==> config.mk <==
export PLATFORM = sky130hd
export DESIGN_NAME = can_frame_classifier
export DESIGN_NICKNAME = d
export VERILOG_FILES = /design/src/rtl/can_pkg.sv /design/src/rtl/can_sat_counter.sv /design/src/rtl/can_frame_classifier.sv
export SDC_FILE = /design/constraint.sdc
export NUM_CORES = 1
export LEC_CHECK = 0
export ABC_AREA = 0
export ABC_CLOCK_PERIOD_IN_PS = 4200
export CORE_MARGIN = 3
export CORE_UTILIZATION = 45
export CTS_CLUSTER_DIAMETER = 120
export CTS_CLUSTER_SIZE = 25
export DETAILED_ROUTE_END_ITERATION = 12
export MAX_ROUTING_LAYER = met4
export PLACE_DENSITY = 0.73
export SETUP_SLACK_MARGIN = 0.3
export SYNTH_ARGS = -nofsm -noshare
export SYNTH_HDL_FRONTEND = slang
export SYNTH_SLANG_ARGS = --single-unit
export TNS_END_PERCENT = 1
==> constraint.sdc <==
create_clock -name clk -period 4.2 [get_ports clk]
set_input_delay 0.84 -clock clk [delete_from_list [all_inputs] [get_ports clk]]
set_output_delay 0.84 -clock clk [all_outputs]
set_load 0.01 [all_outputs]
==> src/rtl/can_pkg.sv <==
// Shared types and constants for the CAN frame classifier.
package can_pkg;

    localparam int unsigned BASE_ID_BITS = 11;
    localparam int unsigned EXT_ID_BITS  = 18;
    localparam int unsigned ID_W         = 29;

    typedef enum logic [1:0] {
        TYPE_DATA    = 2'd0,
        TYPE_REMOTE  = 2'd1,
        TYPE_FD_DATA = 2'd2,
        TYPE_REJECT  = 2'd3
    } frame_type_e;

    typedef enum logic [2:0] {
        ST_IDLE,
        ST_BASE_ID,
        ST_RTR_SRR,
        ST_IDE,
        ST_EXT_ID,
        ST_RTR_RRS,
        ST_FDF,
        ST_DONE
    } cls_state_e;

    // With FDF set the RTR/RRS position carries no remote request, so it is ignored.
    function automatic frame_type_e classify(input logic fdf, input logic rtr, input logic fd_en);
        if (!fdf)
            return rtr ? TYPE_REMOTE : TYPE_DATA;
        else if (fd_en)
            return TYPE_FD_DATA;
        else
            return TYPE_REJECT;
    endfunction

endpackage

==> src/rtl/can_sat_counter.sv <==
// Saturating up-counter with synchronous clear taking priority over increment.
module can_sat_counter #(
    parameter int unsigned COUNT_W = 16
) (
    input  logic               clk,
    input  logic               reset,
    input  logic               inc,
    input  logic               clr,
    output logic [COUNT_W-1:0] count
);

    always_ff @(posedge clk or posedge reset) begin
        if (reset)
            count <= '0;
        else if (clr)
            count <= '0;
        else if (inc && (count != '1))
            count <= count + 1'b1;
    end

endmodule

==> src/rtl/can_frame_classifier.sv <==
// Walks CAN/CAN FD arbitration and control fields on destuffed bits and
// classifies each frame, keeping saturating per-type frame counters.
module can_frame_classifier
    import can_pkg::*;
#(
    parameter bit          FD_ENABLE = 1'b1,
    parameter int unsigned COUNT_W   = 16
) (
    input  logic               clk,
    input  logic               reset,
    input  logic               sof,
    input  logic               bit_valid,
    input  logic               rx_bit,
    input  logic               abort,
    input  logic               clr_cnt,
    output logic               type_valid,
    output logic [1:0]         type_fr,
    output logic               ide,
    output logic [ID_W-1:0]    id,
    output logic               busy,
    output logic [COUNT_W-1:0] cnt_data,
    output logic [COUNT_W-1:0] cnt_remote,
    output logic [COUNT_W-1:0] cnt_fd
);

    cls_state_e      state, state_n;
    logic [4:0]      bit_cnt, bit_cnt_n;
    logic [ID_W-1:0] id_sh, id_sh_n;
    logic            rtr_a, rtr_a_n;
    logic            ide_sh, ide_sh_n;
    logic            rtr_sh, rtr_sh_n;
    logic            load_out;

    always_ff @(posedge clk or posedge reset) begin
        if (reset) begin
            state   <= ST_IDLE;
            bit_cnt <= '0;
            id_sh   <= '0;
            rtr_a   <= 1'b0;
            ide_sh  <= 1'b0;
            rtr_sh  <= 1'b0;
            busy    <= 1'b0;
        end else begin
            state   <= state_n;
            bit_cnt <= bit_cnt_n;
            id_sh   <= id_sh_n;
            rtr_a   <= rtr_a_n;
            ide_sh  <= ide_sh_n;
            rtr_sh  <= rtr_sh_n;
            busy    <= (state_n != ST_IDLE);
        end
    end

    // Priority: abort, then sof restart, then normal field walk.
    always_comb begin
        state_n   = state;
        bit_cnt_n = bit_cnt;
        id_sh_n   = id_sh;
        rtr_a_n   = rtr_a;
        ide_sh_n  = ide_sh;
        rtr_sh_n  = rtr_sh;
        if (abort) begin
            state_n = ST_IDLE;
        end else if (sof) begin
            state_n   = ST_BASE_ID;
            bit_cnt_n = 5'(BASE_ID_BITS - 1);
            id_sh_n   = '0;
        end else begin
            case (state)
                ST_BASE_ID, ST_EXT_ID: begin
                    if (bit_valid) begin
                        id_sh_n = {id_sh[ID_W-2:0], rx_bit};
                        if (bit_cnt == 5'd0)
                            state_n = (state == ST_BASE_ID) ? ST_RTR_SRR : ST_RTR_RRS;
                        else
                            bit_cnt_n = bit_cnt - 5'd1;
                    end
                end
                ST_RTR_SRR: begin
                    if (bit_valid) begin
                        rtr_a_n = rx_bit;
                        state_n = ST_IDE;
                    end
                end
                ST_IDE: begin
                    if (bit_valid) begin
                        ide_sh_n = rx_bit;
                        if (rx_bit) begin
                            state_n   = ST_EXT_ID;
                            bit_cnt_n = 5'(EXT_ID_BITS - 1);
                        end else begin
                            rtr_sh_n = rtr_a;
                            state_n  = ST_FDF;
                        end
                    end
                end
                ST_RTR_RRS: begin
                    if (bit_valid) begin
                        rtr_sh_n = rx_bit;
                        state_n  = ST_FDF;
                    end
                end
                ST_FDF: begin
                    if (bit_valid)
                        state_n = ST_DONE;
                end
                ST_DONE: state_n = ST_IDLE;
                default: state_n = ST_IDLE;
            endcase
        end
    end

    assign load_out = (state == ST_FDF) && (state_n == ST_DONE);

    // Visible outputs only change when a frame completes, so they are stable during DONE.
    always_ff @(posedge clk or posedge reset) begin
        if (reset) begin
            type_fr <= '0;
            ide     <= 1'b0;
            id      <= '0;
        end else if (load_out) begin
            type_fr <= classify(rx_bit, rtr_sh, FD_ENABLE);
            ide     <= ide_sh;
            id      <= id_sh;
        end
    end

    always_comb begin
        type_valid = (state == ST_DONE) && !abort;
    end

    can_sat_counter #(.COUNT_W(COUNT_W)) u_cnt_data (
        .clk   (clk),
        .reset (reset),
        .inc   (type_valid && (type_fr == TYPE_DATA)),
        .clr   (clr_cnt),
        .count (cnt_data)
    );

    can_sat_counter #(.COUNT_W(COUNT_W)) u_cnt_remote (
        .clk   (clk),
        .reset (reset),
        .inc   (type_valid && (type_fr == TYPE_REMOTE)),
        .clr   (clr_cnt),
        .count (cnt_remote)
    );

    can_sat_counter #(.COUNT_W(COUNT_W)) u_cnt_fd (
        .clk   (clk),
        .reset (reset),
        .inc   (type_valid && (type_fr == TYPE_FD_DATA)),
        .clr   (clr_cnt),
        .count (cnt_fd)
    );

endmodule

==> results of run 1 <==
## per-stage QoR
step	total power, mW	hold slack [ps]
6_report	2.690	481.0
5_1_grt	2.779	496.9
4_1_cts	2.715	485.8
3_5_place_dp	1.310	473.7
3_3_place_gp	1.305	470.4
2_1_floorplan	1.278	460.2
## per-layer routing
layer | GRT usage (%) | vias to the layer above
li1 | - | 2381
met1 | 24.76 | 2555
met2 | 32.60 | 185
met3 | 6.035 | 22
met4 | 6.232 | 0
met5 | - | -
## sequential cells by signal (all words and copies together) (netlist names)
signal,count
bit_cnt,5
busy,1
id,29
id_sh,29
ide,1
ide_sh,1
rtr_a,1
rtr_sh,1
state,3
type_fr,2
u_cnt_data.count,16
u_cnt_fd.count,16
u_cnt_remote.count,16
## area by class of cell
class	instances	area share (%)
Sequential cell	121	39.71
Multi-Input combinational cell	397	35.67
Timing Repair Buffer	95	12.34
Clock buffer	24	6.186
Tap cell	172	2.822
Inverter	40	2.018
Clock inverter	8	1.247
## power by group
group          internal [mW]  switching, mW
combinational         0.0304         0.0772
sequential              1.17        0.00706
clock                  0.899          0.502
## worst min path at each step
stage	slack, ps	cells after the start	startpoint	end
2_1_floorplan	460	1	ide_sh$_DFFE_PP0P_	ide$_DFFE_PP0P_
3_3_place_gp	470	1	id[0]$_DFFE_PP0P_	id[0]$_DFFE_PP0P_
3_5_place_dp	470	1	id[20]$_DFFE_PP0P_	id[20]$_DFFE_PP0P_
4_1_cts	490	1	id[5]$_DFFE_PP0P_	id[5]$_DFFE_PP0P_
5_1_grt	500	1	id[4]$_DFFE_PP0P_	id[4]$_DFFE_PP0P_
6_report	480	1	id[1]$_DFFE_PP0P_	id[1]$_DFFE_PP0P_
## cell usage after synthesis, types with 2 or more instances
master,number
o211ai_1,2
a31oi_1,2
or3b_2,3
and4_1,6
nor2_1,24
nand3b_1,4
clkbuf_1,29
o21a_1,3
nor3b_1,4
mux2_2,15
or4_1,23
nand4b_1,2
mux2i_1,2
o31ai_1,21
or2_2,2
o21ai_0,40
and2_1,3
nor3_1,12
and3_1,6
nor4_1,10
or3_1,6
a41oi_1,3
inv_1,40
o41ai_1,3
nand4_1,44
nand2_1,19
nand2b_1,4
a21boi_0,2
a21oi_1,38
nand3_1,15
nor2b_1,18
buf_2,8
ha_1,5
or4b_1,2
mux2_1,33
a211oi_1,2
o2111ai_1,2
nor4b_1,3
dfrtp_1,121
## critical path: cells and delay by family
kind / cells / cell delay, ps
and+or+nand+nor: 1 / 530
buffers and inverters: 2 / 1240
## logic make-up after synthesis
| logic type | Yosys count | synth area share [%] |
|---|---|---|
| AOI/OAI and AO/OA | 126 | 12.70 |
| xor gates and xnor gates | 1 | 0.1450 |
| adders and majority gates | 5 | 1.036 |
| buffers and inverters | 78 | 5.013 |
| DFF | 121 | 50.13 |
| muxes | 50 | 9.281 |
| and+or+nand+nor | 215 | 21.69 |
==> reports/qor.yml, run 1 <==
cells_and_area:
  layout_common_cells: "121 x dfrtp_1, 87 x clkdlybuf4s50_1, 44 x nand4_1"
  final_cells: 857
  final_common_cell: "dfrtp_1"
  fin_area_mm2: 0.007625
  fillers: 1099
  seq_area_mm2: 0.003028
  multi_input_area_mm2: 0.002720
  layout-drive-gt1-share_pct: 8.759
  antenna_cells: 0
  final_nets: 684
  post-route-util_pct: 59.22
  area_growth_pct: 26.25
place:
  dpl_cell_area_mm2: 0.007058
  io_buffer_count: 88
  place_congestion: 0.8508
  pre_cts_ws_ps: 708.0
  dp_hpwl_um: 8872
  dp.cells: 825
sta:
  finalSetupViolations: 0
  slew_viol_final: 0
  fmax_mhz: 290.7
  rsz0062_at_grt: "false"
  slew_headroom_pct: 26.80
  fin_skew_ps: 8.178
  fin_crit_ps: 3440
  finalCritPeriodShare_pct: 81.92
  tightest_slew_ps: 1098
  finalHoldViolations: 0
  setup_ws_ps: 759.6
  fin_tns_setup_ps: 0
route:
  highest_layer: "met4"
  wire_per_inst_um: 16.52
  via_per_inst: 6.001
  drt-met1-wl_um: 6158
  wl_met3_um: 865
  dr_total_vias: 5143
  drt_iter0_markers: 394
  drc: 0
  routed_wl_um: 14150
  drtPass1Iterations: 5
  wl_met2_um: 6954
  ant_nets: 0
setup_path:
  critPathKind: "in2out"
  startpoint: "abort"
  slowest_stage: "clkdlybuf4s50_1"
  reg2reg_depth: 4
  critPathMaxFanout: 11
  r2r_slack_ps: 1630
  r2r-start: "state[1]$_DFF_PP0_"
  cpPeakStageDelay_ps: 620
  cpMostUsedCell: "clkdlybuf4s50_1"
  r2r-end: "u_cnt_data.count[12]$_DFFE_PP0P_"
  worstSetupEndpoint: "type_valid"
  critPathRequiredTime_ps: 3360
  endpoint_kind: "primary output"
  start_kind: "input pin"
  arrival_ps: 2600
  cp_cell_sequence: "clkdlybuf4s50_1 -> and4b_1 -> clkdlybuf4s50_1"
global_route:
  grt_pass1_wl_um: 23650
  grt.overflow.total: 0
  antenna_found_initial: 0
  grt_pass1_vias: 5061
  grt_usage_pct: 20.26
  grt_max_degree: 122
outcome:
  outcome: "complete, no violations"
synth:
  synth_async_sr_flop_share_pct: 100.0
  ys_ff_latch: 121
  synth_nets: 608
  synthTopCellsByArea: "dfrtp_1 50%, mux2_1 6.2%, nand4_1 4.6%, o21ai_0 3.3%, a21oi_1 3.1%"
  yosys.area.top_type_share_pct: 50.13
  ys_types: 54
  syn-instance-count: 596
  yosysWarnings: 0
  synth_area_leader_cell: "dfrtp_1"
  synth.avg_cell_area_um2: 10.13
  synth_edf_count: 0
  synthFlopType: "dfrtp_1"
  seq_area_frac_synth_pct: 50.13
  syn_area_mm2: 0.006040
pwr:
  powerDensity_mw_per_mm2: 352.8
  ir_drop_uv: 248.1
  power_leakage_nw: 3.078
floorplanning:
  row_count: 41
  initial_core_util_pct: 46.91
  io-pin-count: 89
  core_area_mm2: 0.01288
  fp.dieH_um: 121.9
  die_x_um: 121.9
  dieArea_mm2: 0.01485
clocking:
  ctsResizeCount: 0
  clockRootBuffer: "clkbuf_16"
  post_cts_buffers: 0
  htreeDepth: 4
  hold_buffers: 0
  cts_sinks: 121
  cts_tree: "yes"
  clk_latency_ps: 420
  clock_path_buffers: 2
  clk_pin_slew_worst_paths_ps: 50
  cts_buffers: 17
job:
  max_cap_viol_count: 0
min_path:
  min-delay-path-class: "reg2reg"
No activity file was read; power rests on OpenSTA's default activity.
==> run 2: changes to the inputs <==
Settings changed: ABC_CLOCK_PERIOD_IN_PS 4200 to 3000.
Clock period 4.2 ns to 3 ns, I/O delays scaled along.
==> run 2 against run 1 <==
Core utilization increased by 1.0 points. Largest cell class unchanged. Cell area increased by 1.8%. Total power is 46% higher.
==> reports/qor.yml, run 2 (synthesis results as in run 1) <==
setup_path:
  critPathMaxFanout: 15
  endpoint_kind: "primary output"
  critPathKind: "in2out"
  r2r-start: "state[1]$_DFF_PP0_"
  critPathRequiredTime_ps: 2400
  start_kind: "input pin"
  reg2reg_depth: 4
  arrival_ps: 1850
  startpoint: "abort"
  r2r_slack_ps: 630
  r2r-end: "u_cnt_data.count[12]$_DFFE_PP0P_"
  worstSetupEndpoint: "type_valid"
cells_and_area:
  multi_input_area_mm2: 0.002721
  final_common_cell: "dfrtp_1"
  seq_area_mm2: 0.003028
  final_cells: 866
  antenna_cells: 0
  layout_common_cells: "121 x dfrtp_1, 86 x clkdlybuf4s50_1, 44 x nand4_1"
  area_growth_pct: 28.46
  fillers: 1064
  top_regs: "id x29, id_sh x29"
  final_nets: 693
  layout-drive-gt1-share_pct: 10.52
floorplanning:
  row_count: 41
  fp.dieH_um: 121.9
  dieArea_mm2: 0.01485
  core_area_mm2: 0.01288
  initial_core_util_pct: 46.91
  io-pin-count: 89
  die_x_um: 121.9
route:
  drt_iter0_markers: 357
  ant_nets: 0
  via_per_inst: 5.838
  drc: 0
  drtPass1Iterations: 5
  routed_wl_um: 13960
  wire_per_inst_um: 16.12
  dr_total_vias: 5056
clocking:
  cts_sinks: 121
  clk_latency_ps: 420
  htreeDepth: 4
  clk_pin_slew_worst_paths_ps: 50
  cts_buffers: 17
  clockRootBuffer: "clkbuf_16"
  cts_tree: "yes"
  clock_path_buffers: 2
pwr:
  power_frac_seq_pct: 42.2
  power_mw: 3.920
  powerDensity_mw_per_mm2: 505.2
  power_leakage_nw: 3.168
  p_switching_mw: 0.8169
  p_sw_share_pct: 20.84
  p_int_mw: 3.103
  clkPwrFrac_pct: 53.8
  ir_drop_uv: 395.5
  p_comb_share_pct: 4.0
sta:
  fin_crit_ps: 2455
  slew_headroom_pct: 39.11
  finalHoldViolations: 0
  rsz0062_at_grt: "false"
  fin_tns_setup_ps: 0
  fmax_mhz: 407.4
  finalSetupViolations: 0
  fin_skew_ps: 12.65
  tightest_slew_ps: 912.3
  slew_viol_final: 0
  finalCritPeriodShare_pct: 81.82
job:
  max_cap_viol_count: 0
global_route:
  grt.overflow.total: 0
  grt_max_degree: 122
  grt_pass1_wl_um: 23670
  grt_usage_pct: 20.35
  grt_pass1_vias: 4868
  antenna_found_initial: 0
place:
  io_buffer_count: 88
  dp_hpwl_um: 9132
  place_congestion: 0.8656
  dp.cells: 834
min_path:
  min-delay-path-class: "reg2reg"
outcome:
  outcome: "complete, no violations"
## run 2: worst max-delay path, stage by stage
cell and delay, ps:
clkdlybuf4s50_1 450, and4b_2 340, buf_6 170, dlygate4sd2_1 300
## run 2: power groups by stage
stage                     combinational [mW]  sequential (mW)  clock [mW]
after global placement                 0.155             1.68           0
after global routing                   0.176             1.66        2.23
after CTS                              0.159             1.65        2.15
after detailed placement               0.160             1.68           0
final                                  0.157             1.65        2.11
after floorplan                        0.110             1.68           0
## run 2: area by class of cell
| type | count | share of cell area, % |
|---|---|---|
| Clock buffer | 24 | 6.467 |
| Clock inverter | 8 | 1.484 |
| Inverter | 40 | 1.984 |
| Multi-Input combinational cell | 397 | 35.07 |
| Sequential cell | 121 | 39.03 |
| Tap cell | 172 | 2.774 |
| Timing Repair Buffer | 104 | 13.19 |
## run 2: through the flow
step	hold WS [ps]	cell area [um2]	utilization (%)	setup slack [ps]
floorplan	460.2	6043	-	724.6
global route	500.2	7759	60.26	440.6
global placement	472.3	7138	55.44	170.0
detailed placement	476.6	7138	55.44	149.0
finish	486.7	7759	60.26	545.4
CTS	490.0	7759	60.26	527.3
## run 2: per-layer routing
layer  wire length [um]  vias up  global-route usage, %
met5                  0        -                      -
met4                223        0                  7.563
met3                812       26                  5.850
met2               6590      167                  30.52
met1               6332     2467                  26.39
li1                   -     2396                      -
## run 2: worst min-delay path by stage
stage	slack (ps)	startpoint	end	cells past startpoint
5_1_grt	500	id[5]$_DFFE_PP0P_	id[5]$_DFFE_PP0P_	1
4_1_cts	490	ide$_DFFE_PP0P_	ide$_DFFE_PP0P_	1
2_1_floorplan	460	ide_sh$_DFFE_PP0P_	ide$_DFFE_PP0P_	1
3_5_place_dp	480	id[12]$_DFFE_PP0P_	id[12]$_DFFE_PP0P_	1
3_3_place_gp	470	id[21]$_DFFE_PP0P_	id[21]$_DFFE_PP0P_	1
6_report	490	ide$_DFFE_PP0P_	ide$_DFFE_PP0P_	1
## run 2: repair_timing
item,CTS,global route
setup buffers,0,0
resized for setup,3,0
setup endpoints to repair,1,0
hold buffers,0,0
==> run 3: changes to the inputs <==
Settings changed: ABC_CLOCK_PERIOD_IN_PS 3000 to 2250.
Clock period 3 ns to 2.25 ns, I/O delays scaled along.
==> run 3 against run 2 <==
Register-to-register slack worse by 540 ps. Critical endpoint is now id[7]$_DFFE_PP0P_. Via count up 6.4%. Sequential power up 33%. Combinational power grew 78%. Clock skew decreased by 6.1 ps. Critical path depth up 5. Sequential share of layout area shrank 2.9 points. Worst setup slack got worse by 450 ps. Core utilization grew 4.9 points. Clock power is 20% higher.
==> reports/qor.yml, run 3 (synthesis results as in run 1) <==
clocking:
  htreeDepth: 4
  clock_path_buffers: 2
  cts_tree: "yes"
  clk_pin_slew_worst_paths_ps: 50
  clk_latency_ps: 420
  cts_sinks: 121
  clockRootBuffer: "clkbuf_16"
  hold_buffers: 0
  cts_buffers: 17
sta:
  slew_headroom_pct: 53.35
  fin_crit_ps: 2157
  finalCritPeriodShare_pct: 95.87
  rsz0062_at_grt: "true"
  fin_tns_setup_ps: 0
  finalHoldViolations: 0
  finalSetupViolations: 0
  hold_ws_ps: 417.7
  fmax_mhz: 463.6
  setup_ws_ps: 92.98
  slew_viol_final: 0
  tightest_slew_ps: 699.7
  fin_skew_ps: 6.566
global_route:
  grt_usage_pct: 22.97
  grt.overflow.total: 0
  grt_pass1_vias: 5304
  grt_pass1_wl_um: 26560
  grt_max_degree: 54
  antenna_found_initial: 0
outcome:
  outcome: "complete, no violations"
setup_path:
  start_kind: "flip-flop"
  cp_top_family: "multiplexers"
  critPathRequiredTime_ps: 2540
  cpPeakStageDelay_ps: 380
  slowest_stage: "dfrtp_1"
  crit_buf_inv: 4
  cp_num_cells: 9
  startpoint: "bit_cnt[1]$_DFFE_PP0P_"
  endpoint_kind: "flip-flop"
  r2r-start: "bit_cnt[1]$_DFFE_PP0P_"
  cp_cell_sequence: "inv_2 -> ha_4 -> nor4b_4 -> mux2i_2 -> o31a_1 -> buf_4 -> buf_6 -> buf_16 -> mux2_4"
  critPathKind: "reg2reg"
  arrival_ps: 2450
  worstSetupEndpoint: "id[7]$_DFFE_PP0P_"
  r2r-end: "id[7]$_DFFE_PP0P_"
  r2r_slack_ps: 90
  reg2reg_depth: 9
  critPathMaxFanout: 5
pwr:
  powerDensity_mw_per_mm2: 598.4
  power_leakage_nw: 3.394
  ir_drop_uv: 517.1
  clkPwrFrac_pct: 50.5
  p_switching_mw: 1.102
  p_int_mw: 3.919
  p_sw_share_pct: 21.95
  p_comb_share_pct: 5.6
  power_frac_seq_pct: 43.9
cells_and_area:
  top_regs: "id x29, id_sh x29"
  layout-drive-gt1-share_pct: 21.49
  area_growth_pct: 38.93
  fin_area_mm2: 0.008391
  final_nets: 740
  layout_common_cells: "121 x dfrtp_1, 85 x clkdlybuf4s50_1, 47 x buf_4"
  antenna_cells: 0
  final_common_cell: "dfrtp_1"
route:
  drt_iter0_markers: 461
  ant_nets: 0
  via_per_inst: 5.900
  drtPass1Iterations: 6
  dr_total_vias: 5381
  drc: 0
  wire_per_inst_um: 17.17
  routed_wl_um: 15660
floorplanning:
  io-pin-count: 89
  fp.dieH_um: 121.9
  core_area_mm2: 0.01288
  initial_core_util_pct: 46.91
  die_x_um: 121.9
  row_count: 41
  dieArea_mm2: 0.01485
job:
  max_cap_viol_count: 0
place:
  place_congestion: 0.8673
  io_buffer_count: 88
  pre_cts_ws_ps: -410.9
  dp_hpwl_um: 9623
  dpl_cell_area_mm2: 0.007328
min_path:
  min-delay-path-class: "in2async"
[run 3: what timing repair did]
| item | in CTS | in global routing |
|---|---|---|
| gates resized for setup | 63 | 1 |
| gates cloned | 5 | 0 |
| setup buffers | 20 | 0 |
| endpoints found under the setup margin | 69 | 83 |
| pin swaps | 7 | 0 |
[run 3: routing by layer]
| layer | global-route usage (%) | part of all wire, % | up-vias |
|---|---|---|---|
| met5 | - | 0 | - |
| met3 | 5.571 | 5.4 | 18 |
| met2 | 36.95 | 51 | 196 |
| met1 | 28.97 | 43 | 2669 |
| li1 | - | - | 2498 |
| met4 | 6.933 | 1.1 | 0 |
[run 3: worst reg2reg max path, cell delays in order (launching register included)]
cell     delay (ps)
dfrtp_1         380
inv_2            90
ha_4            130
nor4b_4         270
mux2i_2         290
o31a_1          180
buf_4           130
buf_6           130
buf_16          130
mux2_4          300
[run 3: power groups by stage]
stage | clock network, mW | registers (mW) | logic (mW)
after global placement | 0 | 2.24 | 0.221
final | 2.54 | 2.20 | 0.279
after detailed placement | 0 | 2.24 | 0.231
after global routing | 2.69 | 2.20 | 0.307
after floorplan | 0 | 2.24 | 0.147
after CTS | 2.59 | 2.20 | 0.276
[run 3: metrics by stage]
| step | utilization [%] | instances | power [mW] |
|---|---|---|---|
| floorplan | - | 596 | 2.385 |
| global placement | 56.91 | 856 | 2.459 |
| detailed placement | 56.91 | 856 | 2.470 |
| CTS | 65.13 | 912 | 5.071 |
| global route | 65.16 | 912 | 5.206 |
| finish | 65.16 | 912 | 5.021 |
[run 3: final cells by class]
| type | instances | area [um2] |
|---|---|---|
| multi-input cells | 398 | 2930 |
| flip-flops and latches | 121 | 3028 |
| clock buffers | 23 | 488.0 |
| fillers | 1005 | 4486 |
| repair buffers | 150 | 1505 |
| clock inverters | 8 | 70.07 |
| inverters | 40 | 153.9 |
| well taps | 172 | 215.2 |
[run 3: worst min-delay path by stage]
| stage | from | end | cells past startpoint |
|---|---|---|---|
| floorplan | ide_sh$_DFFE_PP0P_ | ide$_DFFE_PP0P_ | 1 |
| global placement | id[22]$_DFFE_PP0P_ | id[22]$_DFFE_PP0P_ | 1 |
| detailed placement | id[1]$_DFFE_PP0P_ | id[1]$_DFFE_PP0P_ | 1 |
| CTS | reset | id[3]$_DFFE_PP0P_ | 2 |
| global route | reset | id[3]$_DFFE_PP0P_ | 2 |
| finish | reset | id[3]$_DFFE_PP0P_ | 2 |
